## src/rtl/dma_pkg.sv

```systemverilog
// Shared encodings for the DMA engine: FSM states, register map and bit positions.
// Used by dma_regs and dma_engine; the timeout feature is DMA_TIMEOUT_EN in dma_engine.
package dma_pkg;

  typedef enum logic [2:0] {
    S_IDLE    = 3'd0,
    S_ARB     = 3'd1,
    S_RD_REQ  = 3'd2,
    S_RD_WAIT = 3'd3,
    S_WR_REQ  = 3'd4,
    S_WR_WAIT = 3'd5,
    S_FIN     = 3'd6
  } dma_state_t;

  // Register index as seen on bus a[4:2]
  localparam logic [2:0] REG_SRC    = 3'd0;
  localparam logic [2:0] REG_DST    = 3'd1;
  localparam logic [2:0] REG_LEN    = 3'd2;
  localparam logic [2:0] REG_CTRL   = 3'd3;
  localparam logic [2:0] REG_STATUS = 3'd4;
  localparam logic [2:0] REG_REMAIN = 3'd5;

  localparam int CTRL_START  = 0;
  localparam int CTRL_IRQ_EN = 1;
  localparam int CTRL_ABORT  = 2;

  localparam int ST_BUSY = 0;
  localparam int ST_DONE = 1;
  localparam int ST_ERR  = 2;
  localparam int ST_TMO  = 3;

  // Mapper slot: a[31:24]==0x9d selects this block (0x9c is the neighbouring slot)
  localparam logic [7:0]  DMA_SLOT  = 8'h9d;
  localparam logic [31:0] DMA_BASE  = {DMA_SLOT, 24'h000000};

endpackage

```

## src/rtl/dma_regs.sv

```systemverilog
// MMIO register file of the DMA engine: SRC/DST/LEN/CTRL/STATUS/REMAIN,
// start/abort pulse decode and the combinational read mux.
module dma_regs
  import dma_pkg::*;
#(
  parameter int LEN_W = 16
) (
  input  logic             clk,
  input  logic             rst,
  input  logic [2:0]       i_a,
  input  logic [31:0]      i_d,
  input  logic             i_we,
  input  logic             i_step,
  input  logic             i_fin,
  input  logic             i_fin_err,
  input  logic             i_fin_tmo,
  output logic             o_start,
  output logic             o_abort,
  output logic [31:0]      o_src,
  output logic [31:0]      o_dst,
  output logic [LEN_W-1:0] o_remain,
  output logic [31:0]      o_spo,
  output logic             o_irq
);

  logic [29:0]      r_src;
  logic [29:0]      r_dst;
  logic [LEN_W-1:0] r_len;
  logic [LEN_W-1:0] r_remain;
  logic             r_irq_en;
  logic             r_busy;
  logic             r_done;
  logic             r_err;
  logic             r_tmo;

  logic w_wr_ctrl;
  logic w_wr_status;
  logic w_start_req;
  logic w_start_zero;

  assign w_wr_ctrl    = i_we && (i_a == REG_CTRL);
  assign w_wr_status  = i_we && (i_a == REG_STATUS);
  assign w_start_req  = w_wr_ctrl && i_d[CTRL_START] && !r_busy;
  assign o_start      = w_start_req && (r_len != '0);
  assign w_start_zero = w_start_req && (r_len == '0);
  assign o_abort      = w_wr_ctrl && i_d[CTRL_ABORT] && r_busy;

  always_ff @(posedge clk) begin
    if (rst) begin
      r_src    <= '0;
      r_dst    <= '0;
      r_len    <= '0;
      r_remain <= '0;
      r_irq_en <= 1'b0;
      r_busy   <= 1'b0;
      r_done   <= 1'b0;
      r_err    <= 1'b0;
      r_tmo    <= 1'b0;
    end else begin
      if (i_we && !r_busy) begin
        case (i_a)
          REG_SRC: r_src <= i_d[31:2];
          REG_DST: r_dst <= i_d[31:2];
          REG_LEN: r_len <= i_d[LEN_W-1:0];
          default: ;
        endcase
      end
      if (w_wr_ctrl) r_irq_en <= i_d[CTRL_IRQ_EN];
      if (i_step) begin
        r_src    <= r_src + 30'd1;
        r_dst    <= r_dst + 30'd1;
        r_remain <= r_remain - LEN_W'(1);
      end
      if (o_start) begin
        r_busy   <= 1'b1;
        r_remain <= r_len;
      end
      // Clears come first so a same-cycle completion overrides them
      if (w_wr_status) begin
        if (i_d[ST_DONE]) r_done <= 1'b0;
        if (i_d[ST_ERR]) begin
          r_err <= 1'b0;
          r_tmo <= 1'b0;
        end
      end
      if (w_start_zero) r_done <= 1'b1;
      if (i_fin) begin
        r_busy <= 1'b0;
        if (i_fin_err) r_err  <= 1'b1;
        else           r_done <= 1'b1;
        if (i_fin_tmo) r_tmo  <= 1'b1;
      end
    end
  end

  always_comb begin
    o_spo = '0;
    case (i_a)
      REG_SRC:    o_spo = {r_src, 2'b00};
      REG_DST:    o_spo = {r_dst, 2'b00};
      REG_LEN:    o_spo = 32'(r_len);
      REG_CTRL:   o_spo[CTRL_IRQ_EN] = r_irq_en;
      REG_STATUS: begin
        o_spo[ST_BUSY] = r_busy;
        o_spo[ST_DONE] = r_done;
        o_spo[ST_ERR]  = r_err;
        o_spo[ST_TMO]  = r_tmo;
      end
      REG_REMAIN: o_spo = 32'(r_remain);
      default:    o_spo = '0;
    endcase
  end

  assign o_src    = {r_src, 2'b00};
  assign o_dst    = {r_dst, 2'b00};
  assign o_remain = r_remain;
  assign o_irq    = r_irq_en && (r_done || r_err);

endmodule

```

## src/rtl/dma_engine.sv

```systemverilog
// Word-granular memory-to-memory DMA: bus initiator FSM plus MMIO slave (dma_regs).
// Define DMA_TIMEOUT_EN to bound each WAIT state by TIMEOUT_CYCLES (STATUS bit3).
module dma_engine
  import dma_pkg::*;
#(
  parameter int LEN_W = 16
`ifdef DMA_TIMEOUT_EN
  , parameter int TIMEOUT_CYCLES = 1024
`endif
) (
  input  logic        clk,
  input  logic        rst,
  input  logic [2:0]  dma_a,
  input  logic [31:0] dma_d,
  input  logic        dma_we,
  output logic [31:0] dma_spo,
  output logic        bus_req,
  input  logic        bus_gnt,
  output logic [31:0] m_a,
  output logic [31:0] m_d,
  output logic        m_we,
  output logic        m_rd,
  input  logic [31:0] m_spo,
  input  logic        m_ready,
  input  logic        m_irq,
  output logic        irq,
  output dma_state_t  o_dbg_state
);

  // Initiator handshake: m_rd/m_we pulse for exactly the one REQ cycle with
  // m_a/m_d valid; the transaction completes on the first WAIT cycle with
  // m_ready=1, and m_a/m_d hold until that cycle ends.

  dma_state_t       r_state;
  dma_state_t       w_next;
  logic             w_start;
  logic             w_abort_pulse;
  logic             w_abort;
  logic             w_step;
  logic             w_fin;
  logic             w_tmo;
  logic             w_set_fail;
  logic             w_last;
  logic             r_abort_pend;
  logic             r_fail;
  logic             r_tmo_hit;
  logic [31:0]      r_data;
  logic [31:0]      w_src;
  logic [31:0]      w_dst;
  logic [LEN_W-1:0] w_remain;

  dma_regs #(
    .LEN_W (LEN_W)
  ) u_regs (
    .clk       (clk),
    .rst       (rst),
    .i_a       (dma_a),
    .i_d       (dma_d),
    .i_we      (dma_we),
    .i_step    (w_step),
    .i_fin     (w_fin),
    .i_fin_err (r_fail),
    .i_fin_tmo (r_tmo_hit),
    .o_start   (w_start),
    .o_abort   (w_abort_pulse),
    .o_src     (w_src),
    .o_dst     (w_dst),
    .o_remain  (w_remain),
    .o_spo     (dma_spo),
    .o_irq     (irq)
  );

  assign w_abort = r_abort_pend || w_abort_pulse;
  assign w_last  = (w_remain == LEN_W'(1));
  assign w_step  = (r_state == S_WR_WAIT) && m_ready;
  assign w_fin   = (r_state == S_FIN);

`ifdef DMA_TIMEOUT_EN
  localparam int TMO_W = $clog2(TIMEOUT_CYCLES + 1);
  logic [TMO_W-1:0] r_tmo_cnt;
  logic             w_in_wait;

  assign w_in_wait = (r_state == S_RD_WAIT) || (r_state == S_WR_WAIT);

  always_ff @(posedge clk) begin
    if (rst) begin
      r_tmo_cnt <= '0;
    end else if ((r_state == S_RD_REQ) || (r_state == S_WR_REQ)) begin
      r_tmo_cnt <= '0;
    end else if (w_in_wait && !m_ready) begin
      r_tmo_cnt <= r_tmo_cnt + TMO_W'(1);
    end
  end

  // Fires on the TIMEOUT_CYCLES-th consecutive cycle without m_ready
  assign w_tmo = w_in_wait && !m_ready && (r_tmo_cnt == TMO_W'(TIMEOUT_CYCLES - 1));
`else
  assign w_tmo = 1'b0;
`endif

  always_ff @(posedge clk) begin
    if (rst) r_state <= S_IDLE;
    else     r_state <= w_next;
  end

  always_comb begin
    w_next     = r_state;
    w_set_fail = 1'b0;
    case (r_state)
      S_IDLE: if (w_start) w_next = S_ARB;
      S_ARB: begin
        if (w_abort) begin
          w_next     = S_FIN;
          w_set_fail = 1'b1;
        end else if (bus_gnt) begin
          w_next = S_RD_REQ;
        end
      end
      S_RD_REQ: begin
        if (m_irq) begin
          w_next     = S_FIN;
          w_set_fail = 1'b1;
        end else begin
          w_next = S_RD_WAIT;
        end
      end
      S_RD_WAIT: begin
        if (w_tmo) begin
          w_next     = S_FIN;
          w_set_fail = 1'b1;
        end else if (m_ready) begin
          if (w_abort) begin
            w_next     = S_FIN;
            w_set_fail = 1'b1;
          end else begin
            w_next = S_WR_REQ;
          end
        end
      end
      S_WR_REQ: begin
        if (m_irq) begin
          w_next     = S_FIN;
          w_set_fail = 1'b1;
        end else begin
          w_next = S_WR_WAIT;
        end
      end
      S_WR_WAIT: begin
        if (w_tmo) begin
          w_next     = S_FIN;
          w_set_fail = 1'b1;
        end else if (m_ready) begin
          if (w_abort) begin
            w_next     = S_FIN;
            w_set_fail = 1'b1;
          end else if (w_last) begin
            w_next = S_FIN;
          end else begin
            w_next = S_RD_REQ;
          end
        end
      end
      S_FIN:   w_next = S_IDLE;
      default: w_next = S_IDLE;
    endcase
  end

  // Per-transfer flags live only between start and FIN; IDLE wipes them
  always_ff @(posedge clk) begin
    if (rst) begin
      r_abort_pend <= 1'b0;
      r_fail       <= 1'b0;
      r_tmo_hit    <= 1'b0;
      r_data       <= '0;
    end else begin
      if (r_state == S_IDLE) begin
        r_abort_pend <= 1'b0;
        r_fail       <= 1'b0;
        r_tmo_hit    <= 1'b0;
      end else begin
        if (w_abort_pulse) r_abort_pend <= 1'b1;
        if (w_set_fail)    r_fail       <= 1'b1;
        if (w_tmo)         r_tmo_hit    <= 1'b1;
      end
      if ((r_state == S_RD_WAIT) && m_ready) r_data <= m_spo;
    end
  end

  // Reset gates the strobes combinationally so they drop in the reset cycle itself
  always_comb begin
    bus_req = 1'b0;
    m_rd    = 1'b0;
    m_we    = 1'b0;
    m_a     = '0;
    m_d     = '0;
    if (!rst) begin
      case (r_state)
        S_ARB, S_FIN: bus_req = 1'b1;
        S_RD_REQ: begin
          bus_req = 1'b1;
          m_rd    = 1'b1;
          m_a     = w_src;
        end
        S_RD_WAIT: begin
          bus_req = 1'b1;
          m_a     = w_src;
        end
        S_WR_REQ: begin
          bus_req = 1'b1;
          m_we    = 1'b1;
          m_a     = w_dst;
          m_d     = r_data;
        end
        S_WR_WAIT: begin
          bus_req = 1'b1;
          m_a     = w_dst;
          m_d     = r_data;
        end
        default: ;
      endcase
    end
  end

  assign o_dbg_state = r_state;

endmodule

```

## config.mk

```make
export PLATFORM = sky130hd
export DESIGN_NAME = dma_engine
export DESIGN_NICKNAME = d
export VERILOG_FILES = /design/src/rtl/dma_pkg.sv /design/src/rtl/dma_regs.sv /design/src/rtl/dma_engine.sv
export SDC_FILE = /design/constraint.sdc
export NUM_CORES = 1
export LEC_CHECK = 0
export ABC_AREA = 1
export CAP_MARGIN = 25
export CORE_UTILIZATION = 40
export DETAILED_ROUTE_END_ITERATION = 8
export SYNTH_ARGS = -nofsm -noshare
export SYNTH_HDL_FRONTEND = slang
export SYNTH_HIERARCHICAL = 1
export SYNTH_SLANG_ARGS = --single-unit
```

## constraint.sdc

```tcl
create_clock -name clk -period 3.1 [get_ports clk]
set_input_delay 0.62 -clock clk [delete_from_list [all_inputs] [get_ports clk]]
set_output_delay 0.62 -clock clk [all_outputs]
set_load 0.005 [all_outputs]
```

* Yosys cells after proc, flatten, opt, wreduce, memory -nomap -nowiden
Cells that the tools add are included.
** Storage, ports and cells
- Register bits :: 133
- Input bits :: 73
- Logic and storage cells :: 111
- Output and inout port bits :: 103
** Operators by class
- Add/subtract/negate cells :: 3
- Equal/unequal tests :: 16
- Mux-type cells :: 46
- Reductions and logical operators :: 34
** Operators with widths (number)
- 2-to-1 mux 30 bit :: 6
- one-hot mux 28 bit (4 select lines) :: 1
- 2-to-1 mux 32 bit :: 3
- one-hot mux 32 bit (2 select lines) :: 1
- adder 30 x 1 -> 30 bit (second input constant) :: 2
- 2-to-1 mux 16 bit :: 2
- 2-to-1 mux 3 bit :: 8
- 2-to-1 mux 1 bit :: 18
- one-hot mux 3 bit (6 select lines) :: 1
- equality test 16 x 1 -> 1 bit (second input constant) :: 1
- logical NOT 16 bit :: 1
- nonzero test 16 bit :: 1
- subtractor 16 x 1 -> 16 bit (second input constant) :: 1
- equality test 3 bit (second input constant) :: 5
- equality test 3 x 2 -> 1 bit (second input constant) :: 4
- logical AND 1 bit :: 12
- OR reduction 2 bit :: 6
- one-hot mux 2 bit (5 select lines) :: 1
- nonzero test 2 bit :: 4
- equality test 3 x 1 -> 1 bit (second input constant) :: 2
- logical NOT 3 bit :: 2
- one-hot mux 1 bit (3 select lines) :: 2
- AND reduction 2 bit :: 3
- OR reduction 6 bit :: 1
- other kinds (8) :: 11

* Longest topological paths before layout
- Word-level depth :: 8
- Gate-level depth with buffers :: 13
- Mapped depth without buffers :: 13

* Hierarchy
The synthesis kept the hierarchy.
** Modules (own cells, without submodules)
- dma_regs :: area each 6812.8 um^2, cells an instance 1183, times used 1
- dma_engine :: area each 2504.9 um^2, cells an instance 369, times used 1

* Least setup slack after synthesis
Ideal clock, no wire load.
- Path type :: input to output
- From :: in dma_a[1]
- To :: out dma_spo[11]
- Buffers on the path :: 1
- Stages on the path :: 6
- Slack :: 1007 ps
- Required time :: 2480 ps
- Data arrival time :: 1473 ps
- Cell sequence :: nor3_4 -> inv_1 -> clkbuf_1 -> o22ai_1 -> inv_1 -> o221ai_1
** On the way
- Cells in the longest elaborated chain, start to end :: 2
- Elaborated cells between the ends (all ways) :: 5
- Those cells by class :: eq/ne: 3; mux: 1; reduce/logical: 1
** RTL lines
- start: declaration :: line dma_engine.sv:13 : input logic [2:0] dma_a,
- equality test 3 bit (tied with other cells) :: line dma_regs.sv:98 : case (i_a)
- one-hot mux 28 bit (4 select lines) * :: line dma_regs.sv:98
- end: declaration :: line dma_engine.sv:16 : output logic [31:0] dma_spo,
Every way passes the cells marked *; elsewhere a longest branch is shown, timed or not.

* Worst setup path in the final report
- From :: in dma_a[1]
- To :: out dma_spo[1]
** On the way
- Cells in the longest elaborated chain, start to end :: 2
- Elaborated cells between the ends (all ways) :: 5
- Those cells by class :: eq/ne: 4; mux: 1
** RTL lines (line)
- equality test 3 bit or equality test 3 x 2 -> 1 bit (tied branches) :: dma_regs.sv:98
- one-hot mux 1 bit (4 select lines) * :: dma_regs.sv:98
Marks and branches as above.

==> results.cfg <==
[synth]
synthArstFlopShare = 0
yosys_warnings = 6
synth-seq-cells = 134
seq_area_frac_synth = 0.288
syn-cell-area_um2 = 9320
yosys_most_used_dff = dfxtp_1
syn_area_per_cell_um2 = 6.00
synth-edff-count = 0
synthDistinctLibCells = 44
synthCells = 1552

[clocking]
cts_hold_buf = 0
clk_pin_slew_ps = 80
cts_tree = done
clkLatencyLatePin_ps = 440
cts_buffer_depth = 2
htreeDepth = 4
cts_buffers = 17
cts_root_buf = clkbuf_16
cts_setup_buffers = 0
clock_sinks = 134

[min_path]
worstHoldPathType = register to register

[setup_path]
crit_chain = clkdlybuf4s50_1 -> buf_4 -> nor3_2 -> buf_4 -> a21oi_1 -> o21ai_0 -> clkdlybuf4s50_1
slowest_stage = clkdlybuf4s50_1
cp_data_arrival_time_ps = 2400
critPathKind = input port to output pin
path_max_fanout = 3
cp-start-kind = input port
critPathBufInv = 4
cpLargestDelayFamily = buffers and inverters
cp-end-kind = output pin
required_ps = 2480
slowest_delay_ps = 530

[sta]
fmaxAchievable_mhz = 331
hold_viol = 0
grt_setup_unrepaired = yes
finClkSkew_ps = 12.9
holdWs_ps = 476
tightest_slew_ps = 674
setup_violations = 0
post-route-period-util = 0.975
period_needed_ps = 3020
slew_violations = 0
slew_headroom = 0.550

[pwr]
pwr-share-clk = 0.490
p_leak_nw = 4.79
p_comb_frac = 0.097
ir_drop_v = 0.000215
seqPwrFrac = 0.413
powerDensity_nw_per_um2 = 363
internal-power_mw = 3.09
switchingPower_mw = 1.28
sw_frac_of_total = 0.293
p_total_mw = 4.37

[routing]
dr.pass1.iters = 7
drtIter0Drc = 1331
viasPerCell = 5.53
avgRoutedWirePerCell_um = 19.0
drc = 0
vias = 11100
wl_um = 38100
ant_nets = 0

[global_routing]
grt_pass1_wl_um = 58300
grt_pass1_vias = 10100
grt_usage = 0.319
grt-ovfl-total = 0
antenna_found_initial = 0
grt_max_degree = 72

[run]
maxCapViolations = 0

[finish]
fin_nets = 1789
finalNonFillerCells = 2011
fin_area_um2 = 12000
seq_area_um2 = 2680
final_util = 0.530
layout-drive-gt1-share = 0.0805
diodes = 0
syn_to_final_growth_pct = 29.2
multiInputGateArea_um2 = 5460
n_fill_cell = 2391

[outcome]
status = complete, no violations

[place]
dp_cells = 1979
place_hpwl_um = 28500
place.gp.congestion = 1.00
io_buffers = 173
place_area_um2 = 11400

[die]
core_region_area_um2 = 22700
die-area_um2 = 23900
die_y_um = 155
rows = 55
initial_core_util = 0.410
num_io_pins = 176
fp.dieW_um = 155
power by group through the flow:
stage / clock network (mW) / registers, mW / logic (mW)
global placement: 0 / 1.84 / 0.414
detailed placement: 0 / 1.84 / 0.415
CTS: 2.17 / 1.80 / 0.418
finish: 2.14 / 1.81 / 0.424
global route: 2.24 / 1.81 / 0.458
floorplan: 0 / 1.82 / 0.204
synth_stat cells, types with 4 or more instances:
| cell type | instances | area (um^2) |
|---|---|---|
| buf_1 | 6 | 22.5 |
| nand4_1 | 7 | 43.8 |
| a31oi_1 | 12 | 75.1 |
| inv_2 | 5 | 18.8 |
| buf_2 | 19 | 95.1 |
| nand3_1 | 91 | 455 |
| xor2_1 | 14 | 123 |
| nor3_1 | 40 | 200 |
| buf_12 | 4 | 80.1 |
| o2111ai_1 | 8 | 70.1 |
| a211oi_2 | 32 | 400 |
| o21ai_0 | 87 | 435 |
| o221ai_1 | 5 | 43.8 |
| nand2_1 | 431 | 1620 |
| o211ai_1 | 7 | 52.6 |
| o22ai_1 | 24 | 150 |
| dfxtp_1 | 134 | 2680 |
| a21oi_1 | 112 | 561 |
| buf_6 | 8 | 90.1 |
| buf_4 | 8 | 60.1 |
| nor2_1 | 245 | 920 |
| inv_1 | 185 | 694 |
| clkbuf_1 | 32 | 120 |
what timing repair did:
item / CTS / global route
pin swaps: 1 / 1
setup endpoints to repair: 8 / 12
gates resized for setup: 4 / 11
cloned: 0 / 0
layout by cell type (no fill, tap or decap), types with 5 or more instances in the layout:
cell	synthesis	routed
nand2_1	431	431
nor3_1	40	39
a31oi_1	12	12
nand4_1	7	7
o21ai_0	87	86
dfxtp_1	134	134
clkdlybuf4s50_1	0	163
clkbuf_16	0	17
inv_6	2	7
nor2_1	245	244
a21oi_1	112	112
inv_1	185	185
inv_2	5	6
o211ai_1	7	7
buf_4	8	34
buf_12	4	9
conb_1	2	5
a211oi_2	32	32
nand3_1	91	91
o22ai_1	24	23
o2111ai_1	8	8
dlymetal6s2s_1	0	8
inv_8	0	5
o221ai_1	5	5
xor2_1	14	14
worst register-to-register path, cell delays in order, from the launching register on:
cell	delay, ps
dfxtp_1	510
ha_1	360
nand2_1	150
nor2_1	280
inv_1	120
nor2_1	480
nand2_1	110
nand2_1	70
nand2_1	40
a21oi_1	110
nor2_1	50
registers in the layout, indices dropped and copies added (netlist names):
signal / cells
o_dbg_state: 3
u_regs/r_done: 1
u_regs/r_irq_en: 1
u_regs/r_busy: 1
r_fail: 1
u_regs/r_err: 1
u_regs/r_dst: 30
u_regs/r_tmo: 1
u_regs/r_src: 30
u_regs/r_len: 16
u_regs/o_remain: 16
r_abort_pend: 1
r_data: 32
per-layer routing:
layer	global-route usage	vias up	wire, um
met2	0.502	562	17000
met3	0.0513	79	3630
li1	-	5308	-
met5	0	-	0
met1	0.441	5168	16500
met4	0.105	0	1060
path summary, 6_finish.rpt:
kind | cells past startpoint | slack, ps | endpoint | start
min | 2 | 480 | r_data[19]$_SDFFE_PP0P_ | r_data[19]$_SDFFE_PP0P_
min reg2reg | 2 | 480 | r_data[19]$_SDFFE_PP0P_ | r_data[19]$_SDFFE_PP0P_
max | 7 | 80 | dma_spo[1] | dma_a[1]
max reg2reg | 10 | 710 | u_regs/r_src[28]$_SDFFE_PP0P_ | u_regs/r_src[1]$_SDFFE_PP0P_
final cells by class:
cell class                      count  share of cell area
Multi-Input combinational cell   1149               0.454
Sequential cell                   134               0.223
Timing Repair Buffer              216               0.182
Inverter                          195              0.0619
Clock buffer                       17              0.0353
Tap cell                          285              0.0296
Clock inverter                     15              0.0149
metrics by stage:
step | TNS (ps) | setup WS [ps]
finish | 0 | 77.3
global route | -28.6 | -14.3
CTS | 0 | 4.80
detailed placement | -277 | -104
global placement | -178 | -82.2
floorplan | 0 | 1010
kinds of logic (layout without fill, tap and decap cells):
| kind of cell | after synthesis | in the layout | share of synthesized area |
|---|---|---|---|
| buf+inv | 272 | 443 | 0.130 |
| fa+ha+maj | 3 | 3 | 0.00403 |
| compound gates | 293 | 293 | 0.196 |
| simple gates | 834 | 834 | 0.367 |
| flops | 134 | 134 | 0.288 |
| other cells | 2 | 5 | 0.000806 |
| xor+xnor | 14 | 14 | 0.0132 |
No activity file was read; power rests on OpenSTA's default activity.
